### config.mk
export PLATFORM = sky130hd
export DESIGN_NAME = spi_slave_byte
export DESIGN_NICKNAME = d
export VERILOG_FILES = /design/src/rtl/spi_slave_byte.sv
export SDC_FILE = /design/constraint.sdc
export NUM_CORES = 1
export LEC_CHECK = 0
export CORE_UTILIZATION = 48
export CTS_CLUSTER_DIAMETER = 40
export CTS_CLUSTER_SIZE = 16
export DETAILED_ROUTE_END_ITERATION = 16
export HOLD_SLACK_MARGIN = 0.12
export PLACE_DENSITY = 0.74
export SLEW_MARGIN = 5
export SYNTH_ARGS = -nofsm -noshare
export SYNTH_HDL_FRONTEND = slang
export SYNTH_SLANG_ARGS = --single-unit
### constraint.sdc
create_clock -name clk -period 1.7 [get_ports clk]
set_input_delay 0.51 -clock clk [delete_from_list [all_inputs] [get_ports clk]]
set_output_delay 0.51 -clock clk [all_outputs]
set_load 0.1 [all_outputs]
### src/rtl/spi_slave_byte.sv
// SPI responder byte engine (mode 3, MSB first).
//
// Oversamples spi_clk, cs and mosi in the clk domain. Received bits are
// assembled into rx_data. A preloaded response byte is shifted out on miso.
//
// Ports:
//   clk, rst          system clock, asynchronous active-high reset
//   spi_clk, cs, mosi SPI bus inputs from the master (cs active-low)
//   miso, miso_oe     SPI data out and its pad output enable
//   tx_data/tx_valid  response byte into the holding register
//   tx_ready          holding register empty
//   rx_data/rx_valid  last received byte, one-cycle valid pulse
//   busy              frame active
//   underrun          pulse: a byte was started with an empty holding register
//   abort             pulse: cs rose in the middle of a byte
module spi_slave_byte #(
    parameter int unsigned DATA_W      = 8,
    parameter int unsigned SYNC_STAGES = 2,
    parameter logic        IDLE_MISO   = 1'b1
) (
    input  logic              clk,
    input  logic              rst,
    input  logic              spi_clk,
    input  logic              cs,
    input  logic              mosi,
    output logic              miso,
    output logic              miso_oe,
    input  logic [DATA_W-1:0] tx_data,
    input  logic              tx_valid,
    output logic              tx_ready,
    output logic [DATA_W-1:0] rx_data,
    output logic              rx_valid,
    output logic              busy,
    output logic              underrun,
    output logic              abort
);

    localparam int unsigned       CNT_W     = $clog2(DATA_W) + 1;
    localparam logic [0:0]        ST_IDLE   = 1'b0;
    localparam logic [0:0]        ST_ACTIVE = 1'b1;
    localparam logic [DATA_W-1:0] IDLE_WORD = {DATA_W{IDLE_MISO}};

    // Synchronisers and edge-history flops
    logic [SYNC_STAGES-1:0] sclk_sync, cs_sync, mosi_sync;
    logic                   sclk_hist, cs_hist;
    logic                   sclk_s, cs_s, mosi_s;
    logic                   sclk_rise, sclk_fall, cs_rise, cs_fall;

    // cs resets low so a frame already running at reset release is skipped
    // until cs has been seen high.
    always_ff @(posedge clk or posedge rst) begin
        if (rst) begin
            sclk_sync <= '1;
            cs_sync   <= '0;
            mosi_sync <= '0;
            sclk_hist <= 1'b1;
            cs_hist   <= 1'b0;
        end else begin
            sclk_sync <= {sclk_sync[SYNC_STAGES-2:0], spi_clk};
            cs_sync   <= {cs_sync[SYNC_STAGES-2:0], cs};
            mosi_sync <= {mosi_sync[SYNC_STAGES-2:0], mosi};
            sclk_hist <= sclk_s;
            cs_hist   <= cs_s;
        end
    end

    assign sclk_s    = sclk_sync[SYNC_STAGES-1];
    assign cs_s      = cs_sync[SYNC_STAGES-1];
    assign mosi_s    = mosi_sync[SYNC_STAGES-1];
    assign sclk_rise = sclk_s & ~sclk_hist;
    assign sclk_fall = ~sclk_s & sclk_hist;
    assign cs_rise   = cs_s & ~cs_hist;
    assign cs_fall   = ~cs_s & cs_hist;

    // Byte engine state
    logic [0:0]        state_q, state_d;
    logic [CNT_W-1:0]  cnt_q, cnt_d;
    logic [DATA_W-1:0] rx_shift_q, rx_shift_d;
    logic [DATA_W-1:0] tx_shift_q, tx_shift_d;
    logic [DATA_W-1:0] hold_q, hold_d;
    logic              hold_full_q, hold_full_d;
    logic              done_q, done_d;
    logic              miso_q, miso_d;
    logic [DATA_W-1:0] rx_data_q, rx_data_d;
    logic              rx_valid_q, rx_valid_d;
    logic              underrun_q, underrun_d;
    logic              abort_q, abort_d;
    logic              reload;

    always_comb begin
        state_d     = state_q;
        cnt_d       = cnt_q;
        rx_shift_d  = rx_shift_q;
        tx_shift_d  = tx_shift_q;
        hold_d      = hold_q;
        hold_full_d = hold_full_q;
        done_d      = 1'b0;
        miso_d      = miso_q;
        rx_data_d   = rx_data_q;
        rx_valid_d  = 1'b0;
        underrun_d  = 1'b0;
        abort_d     = 1'b0;
        reload      = 1'b0;

        // A capture coinciding with a reload is not visible to that reload:
        // the reload below looks at hold_full_q.
        if (tx_valid && !hold_full_q) begin
            hold_d      = tx_data;
            hold_full_d = 1'b1;
        end

        // Byte completed on the previous cycle's rising edge
        if (done_q) begin
            rx_data_d  = rx_shift_q;
            rx_valid_d = 1'b1;
        end

        case (state_q)
            ST_IDLE: begin
                if (cs_fall) begin
                    state_d = ST_ACTIVE;
                    cnt_d   = '0;
                    reload  = 1'b1;
                end
            end
            ST_ACTIVE: begin
                // cs rising edge takes priority over any spi_clk edge
                if (cs_rise) begin
                    state_d = ST_IDLE;
                    miso_d  = IDLE_MISO;
                    if (cnt_q != '0) begin
                        abort_d = 1'b1;
                    end
                end else begin
                    if (done_q) begin
                        reload = 1'b1;
                    end
                    if (sclk_fall) begin
                        miso_d     = tx_shift_q[DATA_W-1];
                        tx_shift_d = {tx_shift_q[DATA_W-2:0], IDLE_MISO};
                    end
                    if (sclk_rise) begin
                        rx_shift_d = {rx_shift_q[DATA_W-2:0], mosi_s};
                        if (cnt_q == CNT_W'(DATA_W - 1)) begin
                            cnt_d  = '0;
                            done_d = 1'b1;
                        end else begin
                            cnt_d = cnt_q + CNT_W'(1);
                        end
                    end
                end
            end
            default: state_d = ST_IDLE;
        endcase

        if (reload) begin
            if (hold_full_q) begin
                tx_shift_d  = hold_q;
                hold_full_d = 1'b0;
            end else begin
                tx_shift_d = IDLE_WORD;
                underrun_d = 1'b1;
            end
        end
    end

    always_ff @(posedge clk or posedge rst) begin
        if (rst) begin
            state_q     <= ST_IDLE;
            cnt_q       <= '0;
            rx_shift_q  <= IDLE_WORD;
            tx_shift_q  <= IDLE_WORD;
            hold_q      <= IDLE_WORD;
            hold_full_q <= 1'b0;
            done_q      <= 1'b0;
            miso_q      <= IDLE_MISO;
            rx_data_q   <= '0;
            rx_valid_q  <= 1'b0;
            underrun_q  <= 1'b0;
            abort_q     <= 1'b0;
        end else begin
            state_q     <= state_d;
            cnt_q       <= cnt_d;
            rx_shift_q  <= rx_shift_d;
            tx_shift_q  <= tx_shift_d;
            hold_q      <= hold_d;
            hold_full_q <= hold_full_d;
            done_q      <= done_d;
            miso_q      <= miso_d;
            rx_data_q   <= rx_data_d;
            rx_valid_q  <= rx_valid_d;
            underrun_q  <= underrun_d;
            abort_q     <= abort_d;
        end
    end

    assign miso     = miso_q;
    assign miso_oe  = (state_q == ST_ACTIVE);
    assign busy     = (state_q == ST_ACTIVE);
    assign tx_ready = ~hold_full_q;
    assign rx_data  = rx_data_q;
    assign rx_valid = rx_valid_q;
    assign underrun = underrun_q;
    assign abort    = abort_q;

endmodule

==> key figures, run 1 <==
Pwr
  – Sw Ratio: 0.3022
  – Internal: 2.543 mW
  – PwrDens: 1358 mW/mm^2
  – Clk pwr share: 0.202
  – Static leakage: 1.185 nW
  – Peak supply drop: 1.071 mV
  – Reg power frac: 0.528
  – Comb pwr share: 0.270
  – NetSw: 1.101 mW

Place
  – Pre-CTS setup slack: 0.002243 ns
  – Gpl congestion: 0.7376
  – Detail Placement HPWL: 2338 um
  – Placed instance count: 228
  – IO buf count: 28

Floorplanning
  – Top Ports: 29
  – Die height: 67.80 um
  – CORE AREA: 0.004086 sq mm
  – Die Footprint: 0.004597 sq mm
  – Initial core utilization: 0.5086
  – Rows: 23
  – Die width: 67.80 um

Yosys
  – Ys async rst share: 1.000
  – Distinct cells, synth: 35
  – Synth warn: 0
  – Seq/Total Area, Yosys: 0.6309
  – Synthesized Nets: 167
  – Primary FF master, synth: dfstp_2
  – Area leader, netlist: dfstp_2
  – Number of synthesized flops with an enable pin: 0
  – Post-Syn Instances: 151
  – Yosys top cell area share: 0.3540
  – Synth Area per Inst: 13.76 sq um
  – Synth Cell Area: 0.002078 sq mm
  – Synthesized flop and latch total: 51
  – Synth top area cells: dfstp_2 35%, dfrtp_1 28%, mux2_2 12%

GRT
  – GR Util All Layers: 0.1691
  – Total gr overflow: 0
  – Initial antenna violation count: 0
  – First-pass GRT wire length: 5623 um
  – Largest net degree at the start of global routing: 44
  – Vias in the first global route: 1277

Outcome
  – Status: completed

Worst setup path
  – Critical path fanouts, max: 5
  – Crit-path slowest cell: dfrtp_1
  – Crit end category: flip-flop
  – Worst Setup Start Kind: flip-flop
  – WP data required: 1.94 ns
  – Reg-to-reg critical path endpoint: cnt_q[3]
  – Max incr delay on CP: 0.44 ns
  – R2R setup slack: 0.09 ns
  – Arrival time at the worst endpoint: 1.84 ns
  – Reg-to-reg critical path startpoint: cnt_q[0]
  – Worst R2R Path Depth: 5
  – Critical path class: flip-flop to flip-flop
  – Crit path cell chain: ha_1 > nand2_1 > or3b_2 > o21ai_0 > a22o_1

Clock tree
  – H-Tree Depth: 2
  – Worst skew pair latency: 0.30 ns
  – Clock Pin Slew Worst Setup and Hold Paths: 0.09 ns
  – CTS Buf Count: 5
  – Clock Tree Buf Depth: 2
  – CTS hold repair buffers: 0
  – Clock root buffer: clkbuf_8
  – Sink Count: 51
  – CTS tree: built

Drt
  – Starting DRC count in detailed routing: 37
  – First-pass iteration count of the detailed router: 3
  – Per-cell routed wire length: 13.42 um
  – DR DRC count: 0
  – ANT nets after route: 0
  – Vias per inst: 5.144
  – Vias: 1214
  – Total wire length: 3166 um

Worst hold path
  – Worst min path class: flip-flop to flip-flop
  – Hold Path Sink: mosi_sync[1]
  – Hold_sp: mosi_sync[0]
  – Hold path depth: 0

Timing
  – Setup ws final: 0.09419 ns
  – Hold Vio Cnt, Final: 0
  – Tightest Pin Transition: 0.3657 ns
  – Max Slew Vio Count: 0
  – Fmax: 622.7 MHz
  – Fin crit share: 0.9446
  – RSZ-0062 raised after global routing: no
  – Slew Limit Headroom: 0.7562
  – Max Clock Skew: 0.005275 ns
  – Fin crit period: 1.606 ns
  – WHS: 0.3587 ns
  – Setup TNS: 0 ns
  – Final setup fails: 0

Cells and area
  – Final nets: 201
  – Diode count: 0
  – Fillers: 294
  – Most frequent cells in the layout: 28 x dfstp_2, 23 x mux2_2, 22 x dfrtp_1
  – Area grow syn2layout: 29.14%
  – Layout Cells excl Fill: 236
  – Share of layout cells above drive strength 1: 0.4570
  – Finished Core Util: 0.6568
  – Most common cell after layout, fill and taps aside: dfstp_2

Run
  – MaxCap Viol Count: 0
-- layer usage --
layer | routed length (um) | GRT usage | vias up
met1 | 1385 | 0.1987 | 605
met3 | 117 | 0.05405 | 5
met5 | 0 | 0 | -
met4 | 59 | 0.07813 | 0
met2 | 1604 | 0.2797 | 22
li1 | - | - | 582
-- layout make-up --
cell class              instances  area (sq um)  share of cell area
multi-input cells              88         705.7              0.2629
repair buffers                 32         473.0              0.1762
inverters                       7         26.28            0.009790
well taps                      50         62.56             0.02331
flip-flops and latches         51          1313              0.4890
clock inverters                 1         7.507            0.002797
clock buffers                   7         96.34             0.03590
-- worst max-delay path by stage --
stage           startpoint         to  slack, ns  cells past startpoint
2_1_floorplan          rst       busy      -0.10                      1
3_3_place_gp      tx_valid  hold_q[6]       0.05                      4
3_5_place_dp      tx_valid  hold_q[7]      0.002                      4
4_1_cts        hold_full_q   tx_ready       0.08                      2
5_1_grt           cnt_q[0]   cnt_q[3]      0.005                      5
6_report          cnt_q[0]   cnt_q[3]       0.09                      5
-- cells by family after synthesis --
group | count (synthesis) | synth area share
buf+inv | 12 | 0.03010
flops | 51 | 0.6309
compound gates | 14 | 0.05178
mux | 38 | 0.1969
simple gates | 34 | 0.07828
fa+ha+maj | 2 | 0.01204
-- critical path: cells and delay by family, from the launching register on --
kind / cells / cell delay, ns
adders and majority gates: 1 / 0.25
AOI/OAI and AO/OA: 2 / 0.33
DFF: 1 / 0.44
and+or+nand+nor: 2 / 0.53
-- flip-flops by register name, summed over array words and instances (netlist names), 2 cells and up --
signal / count
cs_sync: 2
rx_shift_q: 8
tx_shift_q: 8
mosi_sync: 2
sclk_sync: 2
rx_data: 8
cnt_q: 4
hold_q: 8
-- power by group through the flow --
stage	sequential, mW	clock (mW)	combinational [mW]
after global placement	1.93	0	0.955
final	1.92	0.736	0.985
after global routing	1.97	0.815	1.07
after floorplan	1.98	0	0.609
after CTS	1.92	0.766	0.995
after detailed placement	1.94	0	0.992
-- synthesized netlist by cell type, types with 2 or more instances --
| cell type | number |
|---|---|
| buf_2 | 2 |
| nand2_1 | 8 |
| buf_4 | 2 |
| o21ai_0 | 3 |
| nand3_1 | 2 |
| mux2_2 | 23 |
| ha_1 | 2 |
| a22o_1 | 2 |
| dfrtp_1 | 23 |
| mux2i_1 | 15 |
| inv_1 | 5 |
| dfstp_2 | 28 |
| nor2_1 | 13 |
| nand2b_1 | 2 |
-- stage by stage --
step                area [sq um]  power [mW]
global route                2684       3.857
detailed placement          2579       2.936
floorplan                   2079       2.588
finish                      2684       3.644
CTS                         2683       3.687
global placement            2579       2.883
-- what timing repair did --
item                                    4_1_cts  5_1_grt
resized for setup                             0        1
setup buffers                                 0        0
endpoints found under the setup margin        0        1
(Power assumes the default switching activity.)
==> run 2: changes to the inputs <==
--- a/config.mk
+++ b/config.mk
@@ -5,7 +5,9 @@
 export SDC_FILE = /design/constraint.sdc
 export NUM_CORES = 1
 export LEC_CHECK = 0
+export CORE_ASPECT_RATIO = 2
 export CORE_UTILIZATION = 48
+export CTS_BUF_LIST = sky130_fd_sc_hd__clkbuf_4 sky130_fd_sc_hd__clkbuf_8 sky130_fd_sc_hd__clkbuf_16
 export CTS_CLUSTER_DIAMETER = 40
 export CTS_CLUSTER_SIZE = 16
 export DETAILED_ROUTE_END_ITERATION = 16
==> run 2 against run 1 <==
  * Sequential share of layout area up 0.069 points
  * Hold slack worse by 0.0045 ns
  * Non-clock buffer count is 1 higher
  * Die area rose by 0.34%
  * Sequential cell count unchanged
  * First-iteration DRC count decreased by 81%
  * Critical path type is now flip-flop to output pin
  * Largest cell class unchanged
==> key figures, run 2 (same netlist as run 1, synthesis figures left out) <==
Timing
  – Fin crit share: 0.9392 (-0.005360)
  – Slew Limit Headroom: 0.7398 (-0.01637)
  – Max Clock Skew: 0.003667 ns (-0.001608 ns)
  – Setup ws final: 0.1033 ns (+0.009112 ns)
  – Fin crit period: 1.597 ns (-0.009112 ns)
  – Max Slew Vio Count: 0 (unchanged)
  – Hold Vio Cnt, Final: 0 (unchanged)
  – Setup TNS: 0 ns (unchanged)
  – Final setup fails: 0 (unchanged)
  – RSZ-0062 raised after global routing: no
  – Fmax: 626.3 MHz (+0.57%)
  – Tightest Pin Transition: 0.3903 ns (+0.02455 ns)

Worst hold path
  – Worst min path class: flip-flop to flip-flop

Drt
  – Per-cell routed wire length: 14.51 um (+8.2%)
  – Total wire length: 3469 um (+9.6%)
  – DR DRC count: 0 (unchanged)
  – Starting DRC count in detailed routing: 7 (-81%)
  – First-pass iteration count of the detailed router: 4 (+1)
  – Vias per inst: 5.155 (+0.21%)
  – Vias: 1232 (+1.5%)
  – ANT nets after route: 0 (unchanged)

Cells and area
  – Most frequent cells in the layout: 28 x dfstp_2, 23 x mux2_2, 21 x dfrtp_1
  – Area grow syn2layout: 29.08% (about the same)
  – Register area: 0.001314 sq mm (about the same)
  – Fillers: 305 (+3.7%)
  – Most common cell after layout, fill and taps aside: dfstp_2
  – Final instance area: 0.002683 sq mm (about the same)
  – Final nets: 202 (+0.50%)
  – Multi-input logic area: 705.7 sq um (unchanged)
  – Diode count: 0 (unchanged)
  – Share of layout cells above drive strength 1: 0.4652 (+0.008251)

Clock tree
  – Worst skew pair latency: 0.29 ns (about the same)
  – Clock Pin Slew Worst Setup and Hold Paths: 0.08 ns (about the same)
  – CTS tree: built
  – CTS Buf Count: 5 (unchanged)
  – H-Tree Depth: 2 (unchanged)
  – Sink Count: 51 (unchanged)
  – CTS hold repair buffers: 0 (unchanged)
  – Cts repair resizes: 0 (unchanged)
  – Clock root buffer: clkbuf_8
  – Clock Tree Buf Depth: 2 (unchanged)
  – Post-CTS setup buffers: 0 (unchanged)

Worst setup path
  – Reg-to-reg critical path startpoint: cnt_q[0]
  – CP endpoint: tx_ready
  – R2R setup slack: 0.11 ns (+0.02 ns)
  – Worst R2R Path Depth: 5 (unchanged)
  – WP data required: 1.19 ns (-0.75 ns)
  – Max incr delay on CP: 0.43 ns (about the same)
  – Crit path cell chain: clkinv_1 > buf_12
  – Crit-path slowest cell: dfrtp_1
  – Critical path class: flip-flop to output pin
  – Critical path fanouts, max: 4 (-1)
  – Reg-to-reg critical path endpoint: cnt_q[3]
  – Arrival time at the worst endpoint: 1.09 ns (-0.75 ns)
  – Worst Setup Start Kind: flip-flop
  – Crit end category: output pin
  – CP startpoint: hold_full_q

GRT
  – First-pass GRT wire length: 6141 um (+9.2%)
  – Total gr overflow: 0 (unchanged)
  – Initial antenna violation count: 0 (unchanged)
  – Largest net degree at the start of global routing: 52 (+18%)
  – Vias in the first global route: 1344 (+5.2%)
  – GR Util All Layers: 0.1768 (+0.007689)

Outcome
  – Status: completed

Place
  – Gpl congestion: 0.7002 (-5.1%)
  – Pre-CTS setup slack: -0.0009857 ns (-0.003228 ns)
  – DP Area: 0.002589 sq mm (+0.39%)
  – Detail Placement HPWL: 2620 um (+12%)
  – IO buf count: 28 (unchanged)

Floorplanning
  – Initial core utilization: 0.5033 (-0.005240)
  – CORE AREA: 0.004129 sq mm (+1.0%)
  – Die height: 95.06 um (+40%)
  – Top Ports: 29 (unchanged)
  – Die Footprint: 0.004613 sq mm (+0.34%)
  – Rows: 33 (+43%)
  – Die width: 48.53 um (-28%)

Pwr
  – Total Power: 3.618 mW (-0.73%)
  – PwrDens: 1349 mW/mm^2 (-0.68%)
  – Static leakage: 1.188 nW (+0.25%)
  – Peak supply drop: 1.350 mV (+26%)

Run
  – MaxCap Viol Count: 0 (unchanged)
## run 2: cell types whose count changed in the layout (fill, tap and decap cells not counted), sizes merged
cell,previous run,this run
buf,19,20
clkbuf,7,8
clkinvlp,1,0
## run 2: worst min-delay path by stage
stage	start	endpoint	slack [ns]	cells after the start
after floorplan	cs_sync[0]	cs_sync[1]	0.33	0
after global placement	cs_sync[0]	cs_sync[1]	0.33	0
after detailed placement	cs_sync[0]	cs_sync[1]	0.34	0
final	cs_sync[0]	cs_sync[1]	0.35	0
after global routing	cs_sync[0]	cs_sync[1]	0.36	0
after CTS	cs_sync[0]	cs_sync[1]	0.36	0
## run 2: area by class of cell
type | count | share of cell area
clock buffer | 8 | 0.03405
sequential | 51 | 0.4897
multi-input combinational | 88 | 0.2631
inverter | 7 | 0.009795
tap | 52 | 0.02425
timing repair buffer | 33 | 0.1791
## run 2: where the power goes
group | leakage (nW) | internal, mW | switching, mW
clock network | 0.0498 | 0.341 | 0.363
registers | 0.594 | 1.71 | 0.214
logic | 0.544 | 0.464 | 0.523
## run 2: metrics by stage
stage	util	std cells	hold WS, ns
finish	0.6497	239	0.3542
global route	0.6497	239	0.3624
CTS	0.6491	239	0.3568
detailed placement	0.6270	231	0.3372
global placement	0.6270	231	0.3318
floorplan	-	151	0.3312
## run 2: per-layer routing
metal	share of wire	vias up	global-route usage
met5	0	-	0
met4	0.022	0	0.08088
met3	0.027	8	0.03030
met2	0.59	25	0.3415
met1	0.36	614	0.1825
li1	-	585	-
## run 2: critical path, delay by kind of cell, from the launching register on
| family | cells | cell delay, ns |
|---|---|---|
| buffers and inverters | 2 | 0.36 |
| DFF | 1 | 0.43 |
